$ cat config.mk
export PLATFORM = sky130hd
export DESIGN_NAME = sipo_frame_receiver
export DESIGN_NICKNAME = d
export VERILOG_FILES = /design/src/rtl/sipo_rx_pkg.sv /design/src/rtl/rx_word_buffer.sv /design/src/rtl/sipo_frame_receiver.sv
export SDC_FILE = /design/constraint.sdc
export NUM_CORES = 1
export LEC_CHECK = 0
export BUFFER_PORTS_ARGS = -buffer_cell sky130_fd_sc_hd__buf_2
export CAP_MARGIN = 20
export CORE_ASPECT_RATIO = 1.2
export CORE_MARGIN = 2
export CORE_UTILIZATION = 30
export CTS_CLUSTER_SIZE = 16
export DETAILED_ROUTE_END_ITERATION = 8
export PLACE_DENSITY = 0.49
export SYNTH_ARGS = -nofsm -noshare
export SYNTH_HDL_FRONTEND = slang
export SYNTH_HIERARCHICAL = 1
export SYNTH_SLANG_ARGS = --single-unit
$ cat constraint.sdc
create_clock -name clk -period 3.5 [get_ports clk]
set_clock_uncertainty 0.2 [all_clocks]
set_input_delay 0.175 -clock clk [delete_from_list [all_inputs] [get_ports clk]]
set_output_delay 0.175 -clock clk [all_outputs]
set_load 0.005 [all_outputs]
$ cat src/rtl/sipo_rx_pkg.sv
// Shared types and line levels for the serial frame receiver.
package sipo_rx_pkg;

    typedef enum logic [1:0] {
        IDLE   = 2'd0,
        SHIFT  = 2'd1,
        PARITY = 2'd2
    } rx_state_t;

    localparam logic START_LEVEL = 1'b1;
    localparam logic IDLE_LEVEL  = 1'b0;

endpackage

$ cat src/rtl/rx_word_buffer.sv
// One-entry valid/ready holding register for a received word and its flag.
module rx_word_buffer #(
    parameter int DATA_W = 8
) (
    input  logic              clk,
    input  logic              reset,
    input  logic              load,
    input  logic [DATA_W-1:0] load_data,
    input  logic              load_flag,
    input  logic              ready,
    output logic              valid,
    output logic [DATA_W-1:0] data,
    output logic              flag,
    output logic              accepted
);

    logic              valid_q, valid_d;
    logic [DATA_W-1:0] data_q, data_d;
    logic              flag_q, flag_d;

    always_comb begin
        // A load is taken when the slot is empty or being drained on this same edge.
        accepted = load && (!valid_q || ready);
        valid_d  = valid_q;
        data_d   = data_q;
        flag_d   = flag_q;
        if (accepted) begin
            valid_d = 1'b1;
            data_d  = load_data;
            flag_d  = load_flag;
        end else if (valid_q && ready) begin
            valid_d = 1'b0;
        end
    end

    always_ff @(posedge clk) begin
        if (reset) begin
            valid_q <= 1'b0;
            data_q  <= '0;
            flag_q  <= 1'b0;
        end else begin
            valid_q <= valid_d;
            data_q  <= data_d;
            flag_q  <= flag_d;
        end
    end

    assign valid = valid_q;
    assign data  = data_q;
    assign flag  = flag_q;

endmodule

$ cat src/rtl/sipo_frame_receiver.sv
// Serial-in parallel-out frame receiver: start bit, DATA_W data bits, optional even parity,
// delivered through a one-entry valid/ready buffer.
module sipo_frame_receiver
    import sipo_rx_pkg::*;
#(
    parameter int DATA_W    = 8,
    parameter int MSB_FIRST = 1,
    parameter int PARITY_EN = 1
) (
    input  logic              clk,
    input  logic              reset,
    input  logic              serial_in,
    output logic [DATA_W-1:0] data_out,
    output logic              data_valid,
    input  logic              data_ready,
    output logic              parity_err,
    output logic              overrun,
    output logic              busy
);

    localparam int CNT_W = $clog2(DATA_W + 1);

    rx_state_t         state_q, state_d;
    logic [CNT_W-1:0]  cnt_q, cnt_d;
    logic [DATA_W-1:0] shift_q, shift_d;
    logic              overrun_q, overrun_d;

    logic [DATA_W-1:0] shift_in;
    logic              last_bit;
    logic              frame_done;
    logic [DATA_W-1:0] frame_data;
    logic              frame_perr;
    logic              accepted;

    assign shift_in = (MSB_FIRST != 0) ? {shift_q[DATA_W-2:0], serial_in}
                                       : {serial_in, shift_q[DATA_W-1:1]};
    assign last_bit = (cnt_q == CNT_W'(DATA_W - 1));

    always_ff @(posedge clk) begin
        if (reset) begin
            state_q   <= IDLE;
            cnt_q     <= '0;
            shift_q   <= '0;
            overrun_q <= 1'b0;
        end else begin
            state_q   <= state_d;
            cnt_q     <= cnt_d;
            shift_q   <= shift_d;
            overrun_q <= overrun_d;
        end
    end

    always_comb begin
        state_d = state_q;
        cnt_d   = cnt_q;
        shift_d = shift_q;
        case (state_q)
            IDLE: begin
                if (serial_in == START_LEVEL) begin
                    state_d = SHIFT;
                    cnt_d   = '0;
                end
            end
            SHIFT: begin
                shift_d = shift_in;
                cnt_d   = cnt_q + CNT_W'(1);
                if (last_bit) begin
                    state_d = (PARITY_EN != 0) ? PARITY : IDLE;
                end
            end
            PARITY: begin
                state_d = IDLE;
            end
            default: begin
                state_d = IDLE;
            end
        endcase
    end

    // Without parity the frame completes on the last data edge, so the word includes that bit.
    always_comb begin
        busy       = (state_q != IDLE);
        frame_done = 1'b0;
        frame_data = shift_q;
        frame_perr = 1'b0;
        if (state_q == PARITY) begin
            frame_done = 1'b1;
            frame_perr = (^shift_q) ^ serial_in;
        end else if (state_q == SHIFT && last_bit && PARITY_EN == 0) begin
            frame_done = 1'b1;
            frame_data = shift_in;
        end
    end

    assign overrun_d = frame_done && !accepted;

    rx_word_buffer #(
        .DATA_W(DATA_W)
    ) u_buf (
        .clk      (clk),
        .reset    (reset),
        .load     (frame_done),
        .load_data(frame_data),
        .load_flag(frame_perr),
        .ready    (data_ready),
        .valid    (data_valid),
        .data     (data_out),
        .flag     (parity_err),
        .accepted (accepted)
    );

    assign overrun = overrun_q;

endmodule

==> Word-level counts from Yosys, hierarchy flattened <==
Cells that the tools add are included.
{ "op_classes": {"addsub": 1, "n_eq_ne": 5, "n_mux": 9, "n_bitwise": 1, "n_reduce_logical": 13} }
{ "op_table": {"columns": ["op", "n"], "rows": [
  ["case mux 4 bit (2 select lines)", 1],
  ["parity 8 bit", 1],
  ["nonzero test 2 bit", 3],
  ["adder 4 x 1 -> 4 bit (second input constant)", 1],
  ["== test 4 x 3 -> 1 bit (second input constant)", 1],
  ["2-to-1 mux 1 bit", 4],
  ["2-to-1 mux 2 bit", 2],
  ["2-to-1 mux 4 bit", 1],
  ["!= test 2 bit (second input constant)", 2],
  ["case mux 2 bit (2 select lines)", 1],
  ["AND reduction 2 bit", 2],
  ["logical AND 1 bit", 3],
  ["== test 2 x 1 -> 1 bit (second input constant)", 1],
  ["== test 2 bit (second input constant)", 1],
  ["zero test 1 bit", 2],
  ["zero test 2 bit", 1],
  ["logical OR 1 bit", 1],
  ["bitwise XOR 1 bit", 1]
]} }
{ "totals": {"ff_bits": 25, "word_cells": 36} }

==> Depth between registers and ports, before layout <==
Gate-level depths: netlist of run 1.
{ "depth": {"word_depth": 5, "ltp_mapped": 5} }

==> Cells and area by module <==
Netlist of run 1, hierarchy kept.
{ "modules_own_cells": {"columns": ["module", "instances", "cells_each", "area_per_inst_um2", "seq_area_each_um2"], "rows": [
  ["sipo_frame_receiver", 1, 75, 661.9, 300.3],
  ["rx_word_buffer", 1, 44, 460.4, 200.2]
]} }

==> Worst setup path after synthesis of run 1 <==
Ideal clock, no wire load.
{ "synth_timing": {"kind": "register -> register", "startpoint": "register shift_q[7] (netlist: frame_data[7])", "endpoint": "register u_buf.flag_q (netlist: u_buf/flag)", "setup_time_ns": 0.072, "arrival_ns": 1.343, "slack_ns": 1.885, "stages_incl_launch_ff": 6, "path_buffers": 0, "period_less_slack_ns": 1.615, "cell_sequence": "dfxtp_1 -> xnor3_1 -> or3b_1 -> mux2i_1 -> nand2b_1 -> mux2i_1"} }
{ "synth_via": {"elab_chain_cells": 3} }
{ "synth_lines": {"columns": ["element", "line", "rtl"], "rows": [
  ["start: declaration", "sipo_frame_receiver.sv:25", "logic [DATA_W-1:0] shift_q, shift_d;"],
  ["start signal: assignment", "sipo_frame_receiver.sv:48", "shift_q <= shift_d;"],
  ["parity 8 bit", "sipo_frame_receiver.sv:88", "frame_perr = (^shift_q) ^ serial_in;"],
  ["bitwise XOR 1 bit", "sipo_frame_receiver.sv:88", null],
  ["2-to-1 mux 1 bit", "sipo_frame_receiver.sv:86", "if (state_q == PARITY) begin"],
  ["via frame_perr", "sipo_frame_receiver.sv:32", "logic frame_perr;"],
  ["end signal: assignment", "rx_word_buffer.sv:44", "flag_q <= flag_d;"],
  ["end: declaration", "rx_word_buffer.sv:19", "logic flag_q, flag_d;"]
]} }
The timed path passes the listed nets, and every way through them passes these cells.
A chain may end at the register's enable or synchronous reset.

==> Final worst setup path of run 1 <==
{ "layout_timing": {"startpoint": "register state_q[1]", "endpoint": "register u_buf.data_q[4] (netlist: u_buf/data[4])"} }
{ "layout_via": {"elab_chain_cells": 3} }
{ "layout_lines": {"columns": ["element", "line", "rtl"], "rows": [
  ["start: declaration", "sipo_frame_receiver.sv:23", "rx_state_t state_q, state_d;"],
  ["start signal: assignment", "sipo_frame_receiver.sv:46", "state_q <= state_d;"],
  ["== test 2 bit", "sipo_frame_receiver.sv:86", null],
  ["2-to-1 mux 1 bit", "sipo_frame_receiver.sv:86", null],
  ["via frame_done", "sipo_frame_receiver.sv:30", "logic frame_done;"],
  ["logical AND 1 bit", "rx_word_buffer.sv:23", "accepted = load && (!valid_q || ready);"],
  ["via accepted", "sipo_frame_receiver.sv:33", "logic accepted;"],
  ["end signal: assignment", "rx_word_buffer.sv:43", "data_q <= data_d;"],
  ["end: declaration", "rx_word_buffer.sv:18", "logic [DATA_W-1:0] data_q, data_d;"]
]} }
The timed path passes the listed nets, and every way through them passes these cells.

==> impl_metrics.py, run 1 <==
metrics = {
    "sta": {
        "hold_slack_ns": 0.0468,
        "slew_viol_final": 0,
        "finalWorstPathRequiredPeriod_ns": 1.78,
        "setup_tns_ns": 0,
        "final_hold_violation_count": 0,
        "worst-slew-pin-transition_ns": 0.675,
        "final_min_period_over_clock_period_pct": 50.9,
        "f_max_ghz": 0.562,
        "rsz0062_at_grt": "no",
        "final_setup_violation_count": 0,
        "max_slew_margin_pct": 54.7,
    },
    "yosys": {
        "synthDominantCellAreaShare_pct": 44.6,
        "post-synth-top-area-cell": "sky130_fd_sc_hd__dfxtp_1",
        "synth_most_common_cell": "sky130_fd_sc_hd__dfxtp_1",
        "synth_commonest_cells": "sky130_fd_sc_hd__dfxtp_1 (25), sky130_fd_sc_hd__nand2_1 (20), sky130_fd_sc_hd__nand2b_1 (19)",
        "synthArstFlopShare_pct": 0,
        "summed_instance_area_of_the_synthesized_netlist_sq_um": 1120,
        "yosys.cell_types.count": 28,
        "adder_cell_share_of_the_synthesized_area_pct": 1.11,
        "synth_mux_area_share_pct": 9.81,
        "synth_area_per_cell_sq_um": 9.43,
        "netlist_instances": 119,
        "dominantRegCellSynth": "sky130_fd_sc_hd__dfxtp_1",
        "syn_nets": 124,
        "synth_top_family_by_area": "simple AND/OR/NAND/NOR gates",
        "ys_seq_elements": 25,
        "synth_compound_area_share_pct": 8.47,
        "synth_warnings": 6,
        "yosys.area_share.xor_xnor_pct": 6.47,
        "synth_enable_flop_cells": 0,
        "share_of_synthesized_cell_area_in_and_or_nand_and_nor_gates_pct": 25.0,
        "synth.yosys.seq_area_share_pct": 44.6,
        "synth.top_cells.by_area": "sky130_fd_sc_hd__dfxtp_1 (45%), sky130_fd_sc_hd__nand2b_1 (11%), sky130_fd_sc_hd__mux2i_1 (9.8%), sky130_fd_sc_hd__nand2_1 (6.7%), sky130_fd_sc_hd__a21oi_1 (4.5%)",
    },
    "route": {
        "drc_errors": 0,
        "drtIter0Drc": 34,
        "route.detailed.vias_per_inst": 4.60,
        "detail_route.first_pass.iterations": 4,
        "routed_wl_microns": 1930,
        "wire_per_inst_microns": 11.2,
        "antenna_violating_nets_post_route": 0,
        "routed-via-count": 791,
    },
    "floorplanning": {
        "count_of_standard_cell_rows": 24,
        "chipWidth_microns": 59.8,
        "initial_core_utilization_pct": 31.1,
        "floorplan.die_area_sq_um": 4250,
        "core_area_sq_um": 3600,
        "pin_count": 16,
        "chipHeight_microns": 71,
    },
    "cts": {
        "clk_latency_ns": 0.27,
        "cts_tree": "built",
        "cts.root.buffer_cell": "sky130_fd_sc_hd__clkbuf_8",
        "clkSlewWorstSetupHoldPaths_ns": 0.08,
        "clock_tree.htree_level_count": 1,
        "cts_buffers": 3,
        "post_cts.resized_instances": 0,
        "clock_sink_count": 25,
        "cts-root-to-sink-buffers": 2,
    },
    "pwr": {
        "fin_total_pwr_mw": 0.489,
        "p_leak_nw": 0.466,
        "powerDensity_nw_per_um2": 390,
        "ir_worst_vdd_mv": 0.111,
    },
    "worst_setup_path": {
        "start_kind": "register",
        "cell_family_with_most_cp_delay": "compound AO/OA/AOI/OAI gates",
        "crit_type": "register to register",
        "critical_path.cell_chain": "nor2b_1 > a21boi_2 > mux2i_1",
        "critical_path.endpoint_type": "register",
        "timing.critical_path.arrival_ns": 1.78,
        "cpPeakStageDelay_ns": 0.60,
        "crit_fanout": 10,
        "sum_of_buffers_and_inverters_on_the_critical_path": 0,
        "critPathSlowestCell": "sky130_fd_sc_hd__a21boi_2",
        "critPathRequiredTime_ns": 3.50,
    },
    "cells_and_area": {
        "final_cells": 172,
        "antenna_cells_inserted": 0,
        "finish.net_count": 139,
        "drive_gt1_share_pct": 15.8,
        "synthToLayoutAreaGrowth_pct": 11.7,
    },
    "min_path": {
        "class_of_the_worst_hold_path": "primary input to register",
    },
    "status": {
        "run_status": "finished, final reports clean",
    },
    "global_route": {
        "grt_overflow_total": 0,
        "first_global_vias": 697,
        "global_route.usage.total_pct": 9.67,
        "wire_length_of_the_first_global_routing_pass_microns": 3160,
        "maximum_number_of_pins_on_one_net_before_global_route_repair": 35,
        "grt_antenna_before_repair": 0,
    },
    "placement": {
        "cell_count_after_placement": 167,
        "numPortBuffers": 15,
        "global_placer_s_final_weighted_congestion": 0.677,
        "dp_hpwl_microns": 1360,
    },
    "flow_run": {
        "drv.max_cap_violation_count": 0,
    },
}
[sequential cells by signal (all words and copies together) (netlist names)]
| signal | cells |
|---|---|
| state_q | 2 |
| u_buf/flag | 1 |
| overrun | 1 |
| u_buf/valid | 1 |
| frame_data | 8 |
| u_buf/data | 8 |
| cnt_q | 4 |
[area by class of cell]
type	instances	area (sq um)
well taps	39	48.8
clock buffers	4	45.0
fillers	395	2350
flip-flops and latches	25	500
inverters	1	3.75
repair buffers	16	85.1
multi-input cells	87	571
[worst paths after layout]
path	depth (start not counted)	startpoint	end	slack, ns
hold reg to reg	2	u_buf/data[6]$_SDFFE_PP0P_	u_buf/data[6]$_SDFFE_PP0P_	0.27
setup / recovery	3	state_q[1]$_SDFFE_PP0P_	u_buf/data[4]$_SDFFE_PP0P_	1.72
hold / removal	4	data_ready	u_buf/valid$_SDFFE_PP0P_	0.05
setup reg to reg	3	state_q[1]$_SDFFE_PP0P_	u_buf/data[4]$_SDFFE_PP0P_	1.72
[metrics by stage]
| step | util (%) | area, sq um | setup slack (ns) |
|---|---|---|---|
| final | 34.8 | 1250 | 1.72 |
| after global routing | 34.8 | 1250 | 1.55 |
| after CTS | 34.8 | 1250 | 1.70 |
| after detailed placement | 33.3 | 1200 | 1.72 |
| after global placement | 33.3 | 1200 | 1.78 |
| after floorplan | - | 1120 | 1.88 |
[power breakdown]
group / internal (mW) / total, mW / switching, mW / leakage, nW
Combinational: 0.0137 / 0.0293 / 0.0156 / 0.242
Sequential: 0.287 / 0.291 / 0.00402 / 0.202
Clock: 0.0814 / 0.169 / 0.0875 / 0.0228
Total: 0.382 / 0.489 / 0.107 / 0.466
[kinds of logic after synthesis]
logic type | count (synthesis)
AND/OR/NAND/NOR | 54
XOR/XNOR | 5
AO/OA/AOI/OAI | 16
flip-flops | 25
adder cells (fa/ha/maj) | 1
buffers and inverters | 7
multiplexers | 11
[routing by layer]
metal  part of all wire, %  wire [microns]  GRT usage (%)  up-vias
li1                      -               -              -      423
met1                    48             927           11.7      352
met2                    47             912           15.9       12
met3                   3.1              59           2.19        4
met4                   1.4              27           4.44        0
met5                     0               0              0        -
[cells in the final DEF (no fill, tap or decap), drive strengths merged, types with 2 or more instances in the layout]
cell	n
nor2b	3
nand2	20
mux2i	11
nand3	2
clkbuf	4
nand2b	19
xnor2	2
a21oi	10
xnor3	2
buf	15
dfxtp	25
nor3b	2
nor2	4
[worst register-to-register path, cell delays in order, from the launching register on]
cell	delay (ns)
sky130_fd_sc_hd__dfxtp_1	0.41
sky130_fd_sc_hd__nor2b_1	0.25
sky130_fd_sc_hd__a21boi_2	0.60
sky130_fd_sc_hd__mux2i_1	0.26
[timing repair]
item | CTS | global route
hold buffers | 1 | 0
hold endpoints to repair | 1 | 0
buffers inserted | 0 | 0
Power figures use the tool's default switching activity.
==> inputs of run 2 (changes only) <==
ABC_AREA = 1   (was default)
PLACE_DENSITY = 0.5   (was 0.49)
clock period = 1.45 ns   (was 3.5 ns; I/O delays follow)
==> impl_metrics.py, run 2 <==
metrics = {
    "global_route": {
        "maximum_number_of_pins_on_one_net_before_global_route_repair": 20,
        "global_route.usage.total_pct": 11.1,
        "grt_overflow_total": 0,
        "wire_length_of_the_first_global_routing_pass_microns": 4220,
        "grt_antenna_before_repair": 0,
        "first_global_vias": 982,
    },
    "worst_setup_path": {
        "sum_of_buffers_and_inverters_on_the_critical_path": 2,
        "critical_path.reg2reg.endpoint": "u_buf/flag$_SDFFE_PP0P_",
        "startpoint": "frame_data[6]$_SDFFE_PP0P_",
        "timing.critical_path.depth": 13,
        "crit_type": "register to register",
        "start_kind": "register",
        "cell_family_with_most_cp_delay": "simple AND/OR/NAND/NOR gates",
        "timing.critical_path.arrival_ns": 1.53,
        "r2r_slack_ns": -0.06,
        "crit_fanout": 4,
        "worstSetupEndpoint": "u_buf/flag$_SDFFE_PP0P_",
        "critical_path.cell_chain": "nand2_2 > inv_2 > nor2_2 > nand2_1 > nand2_2 > nand2_2 > nand3_2 > nand2_1 > nor2_2 > inv_1 > nand3_1 > nand2_1 > nor2_1",
        "worstReg2RegStart": "frame_data[6]$_SDFFE_PP0P_",
        "cpPeakStageDelay_ns": 0.38,
        "critical_path.endpoint_type": "register",
        "worst-r2r-cell-count": 13,
        "critPathRequiredTime_ns": 1.47,
        "critPathSlowestCell": "sky130_fd_sc_hd__dfxtp_4",
    },
    "sta": {
        "final_setup_violation_count": 1,
        "setup_slack_ns": -0.0648,
        "max_slew_margin_pct": 77.5,
        "hold_slack_ns": -0.0269,
        "worst-slew-pin-transition_ns": 0.337,
        "rsz0062_at_grt": "yes",
        "slew_viol_final": 0,
        "final_min_period_over_clock_period_pct": 104,
        "finalWorstPathRequiredPeriod_ns": 1.51,
        "f_max_ghz": 0.660,
        "final_hold_violation_count": 1,
    },
    "pwr": {
        "powerDensity_nw_per_um2": 949,
        "power_frac_comb_pct": 21.3,
        "p_leak_nw": 0.741,
        "ir_worst_vdd_mv": 0.371,
        "netSwitchingPower_mw": 0.448,
        "power.switching_fraction_pct": 29.7,
        "power.share.clock_pct": 28.4,
        "seq_power_share_pct": 50.3,
        "cellInternalPower_mw": 1.06,
    },
    "cells_and_area": {
        "final_common_cell": "sky130_fd_sc_hd__nand2_1",
        "antenna_cells_inserted": 0,
        "layout.filler_cells": 456,
        "final-seq-area_sq_um": 512,
        "finish.net_count": 212,
        "synthToLayoutAreaGrowth_pct": 25.3,
        "final_cells": 260,
        "multiInputGateArea_sq_um": 641,
        "layout_common_cells": "sky130_fd_sc_hd__nand2_1 (40), sky130_fd_sc_hd__inv_1 (21), sky130_fd_sc_hd__dfxtp_1 (18)",
        "drive_gt1_share_pct": 35.4,
    },
    "cts": {
        "cts-root-to-sink-buffers": 2,
        "clkSlewWorstSetupHoldPaths_ns": 0.10,
        "cts_tree": "built",
        "clock_tree.htree_level_count": 1,
        "clock_sink_count": 25,
        "cts.root.buffer_cell": "sky130_fd_sc_hd__clkbuf_8",
        "clk_latency_ns": 0.27,
        "cts_buffers": 3,
    },
    "yosys": {
        "synth_warnings": 6,
        "synthDominantCellAreaShare_pct": 39.4,
        "netlist_instances": 175,
        "synth_commonest_cells": "sky130_fd_sc_hd__nand2_1 (44), sky130_fd_sc_hd__dfxtp_1 (25), sky130_fd_sc_hd__inv_1 (22)",
        "ys_seq_elements": 25,
        "synth.yosys.seq_area_share_pct": 39.4,
        "yosys.cell_types.count": 30,
        "synthArstFlopShare_pct": 0,
        "synth_area_per_cell_sq_um": 7.25,
        "dominantRegCellSynth": "sky130_fd_sc_hd__dfxtp_1",
        "post-synth-top-area-cell": "sky130_fd_sc_hd__dfxtp_1",
        "summed_instance_area_of_the_synthesized_netlist_sq_um": 1270,
        "syn_nets": 180,
        "synth_most_common_cell": "sky130_fd_sc_hd__nand2_1",
        "synth.top_cells.by_area": "sky130_fd_sc_hd__dfxtp_1 (39%), sky130_fd_sc_hd__nand2_1 (13%), sky130_fd_sc_hd__a21oi_2 (6.9%), sky130_fd_sc_hd__inv_1 (6.5%), sky130_fd_sc_hd__nor2_1 (5.0%)",
        "synth_enable_flop_cells": 0,
    },
    "route": {
        "detail_route.first_pass.iterations": 4,
        "drtIter0Drc": 48,
        "wire_length_on_met2_microns": 1160,
        "total_length_of_routed_met3_wires_microns": 85,
        "m1WireLength_microns": 1190,
        "antenna_violating_nets_post_route": 0,
        "routed-via-count": 1127,
        "routed_wl_microns": 2460,
        "wire_per_inst_microns": 9.45,
        "route.top_layer_used": "met4",
        "route.detailed.vias_per_inst": 4.33,
        "drc_errors": 0,
    },
    "placement": {
        "dp_slack_ns": -0.0902,
        "numPortBuffers": 15,
        "global_placer_s_final_weighted_congestion": 0.704,
        "dp_hpwl_microns": 1790,
        "cell_count_after_placement": 251,
    },
    "status": {
        "run_status": "complete, but fails checks",
        "violations": "negative hold slack, negative setup slack",
    },
    "floorplanning": {
        "count_of_standard_cell_rows": 25,
        "chipHeight_microns": 75.2,
        "initial_core_utilization_pct": 31.7,
        "chipWidth_microns": 63.4,
        "core_area_sq_um": 4000,
        "pin_count": 16,
        "floorplan.die_area_sq_um": 4770,
    },
    "min_path": {
        "min_path_cells": 4,
        "class_of_the_worst_hold_path": "primary input to register",
    },
    "flow_run": {
        "drv.max_cap_violation_count": 0,
    },
}
## run 2: final cells by class
type | count | share of cell area [%]
multi-input cells | 118 | 40.3
inverters | 27 | 6.37
well taps | 54 | 4.25
flip-flops and latches | 25 | 32.2
clock buffers | 3 | 2.60
clock inverters | 1 | 0.472
repair buffers | 32 | 13.8
## run 2: timing repair
| item | 4_1_cts | 5_1_grt |
|---|---|---|
| endpoints found under the hold margin | 5 | 4 |
| resized for setup | 9 | 10 |
| hold buffers | 1 | 1 |
| pin swaps | 5 | 2 |
| setup endpoints to repair | 1 | 11 |
| setup buffers | 0 | 2 |
| gates cloned | 0 | 1 |
## run 2: per-stage QoR
stage / TNS (ns) / instance area, sq um / total power [mW] / utilization (%)
floorplan: 0 / 1270 / 0.961 / -
global placement: -0.0561 / 1460 / 1.04 / 36.3
detailed placement: -0.0902 / 1460 / 1.04 / 36.3
CTS: -0.0544 / 1530 / 1.50 / 38.3
global route: -0.252 / 1590 / 1.61 / 39.7
finish: -0.0648 / 1590 / 1.51 / 39.7
## run 2: per-layer routing
metal / vias to the layer above / global-route usage [%]
met5: - / 0
met4: 0 / 4.35
met3: 2 / 1.79
met2: 24 / 19.8
met1: 486 / 13.6
li1: 615 / -
## run 2: worst register-to-register path: cells and delay by family, from the launching register on
kind / cells / cell delay [ns]
simple gates: 11 / 0.82
flops: 1 / 0.38
buf+inv: 2 / 0.08
## run 2: cell families (layout without fill, tap and decap cells)
family,after synthesis,after routing,synth area share (%)
AO/OA/AOI/OAI,32,32,16.3
XOR/XNOR,2,2,1.38
adder cells (fa/ha/maj),1,1,0.986
buffers and inverters,33,63,13.2
flip-flops,25,25,39.4
AND/OR/NAND/NOR,82,83,28.7
## run 2: worst min path at each step
stage                     slack, ns       start                        to
after floorplan               -0.07       reset  u_buf/valid$_SDFFE_PP0P_
after global placement         0.13       reset  u_buf/valid$_SDFFE_PP0P_
after detailed placement       0.13       reset  u_buf/valid$_SDFFE_PP0P_
after CTS                     -0.17       reset  u_buf/valid$_SDFFE_PP0P_
after global routing          0.009  data_ready        overrun$_SDFF_PP0_
final                         -0.03  data_ready        overrun$_SDFF_PP0_
## run 2: power groups by stage
stage / Clock, mW / Combinational, mW / Sequential [mW]
after floorplan: 0 / 0.200 / 0.761
after global placement: 0 / 0.279 / 0.765
after detailed placement: 0 / 0.279 / 0.766
after CTS: 0.447 / 0.296 / 0.753
after global routing: 0.471 / 0.373 / 0.767
final: 0.429 / 0.321 / 0.760
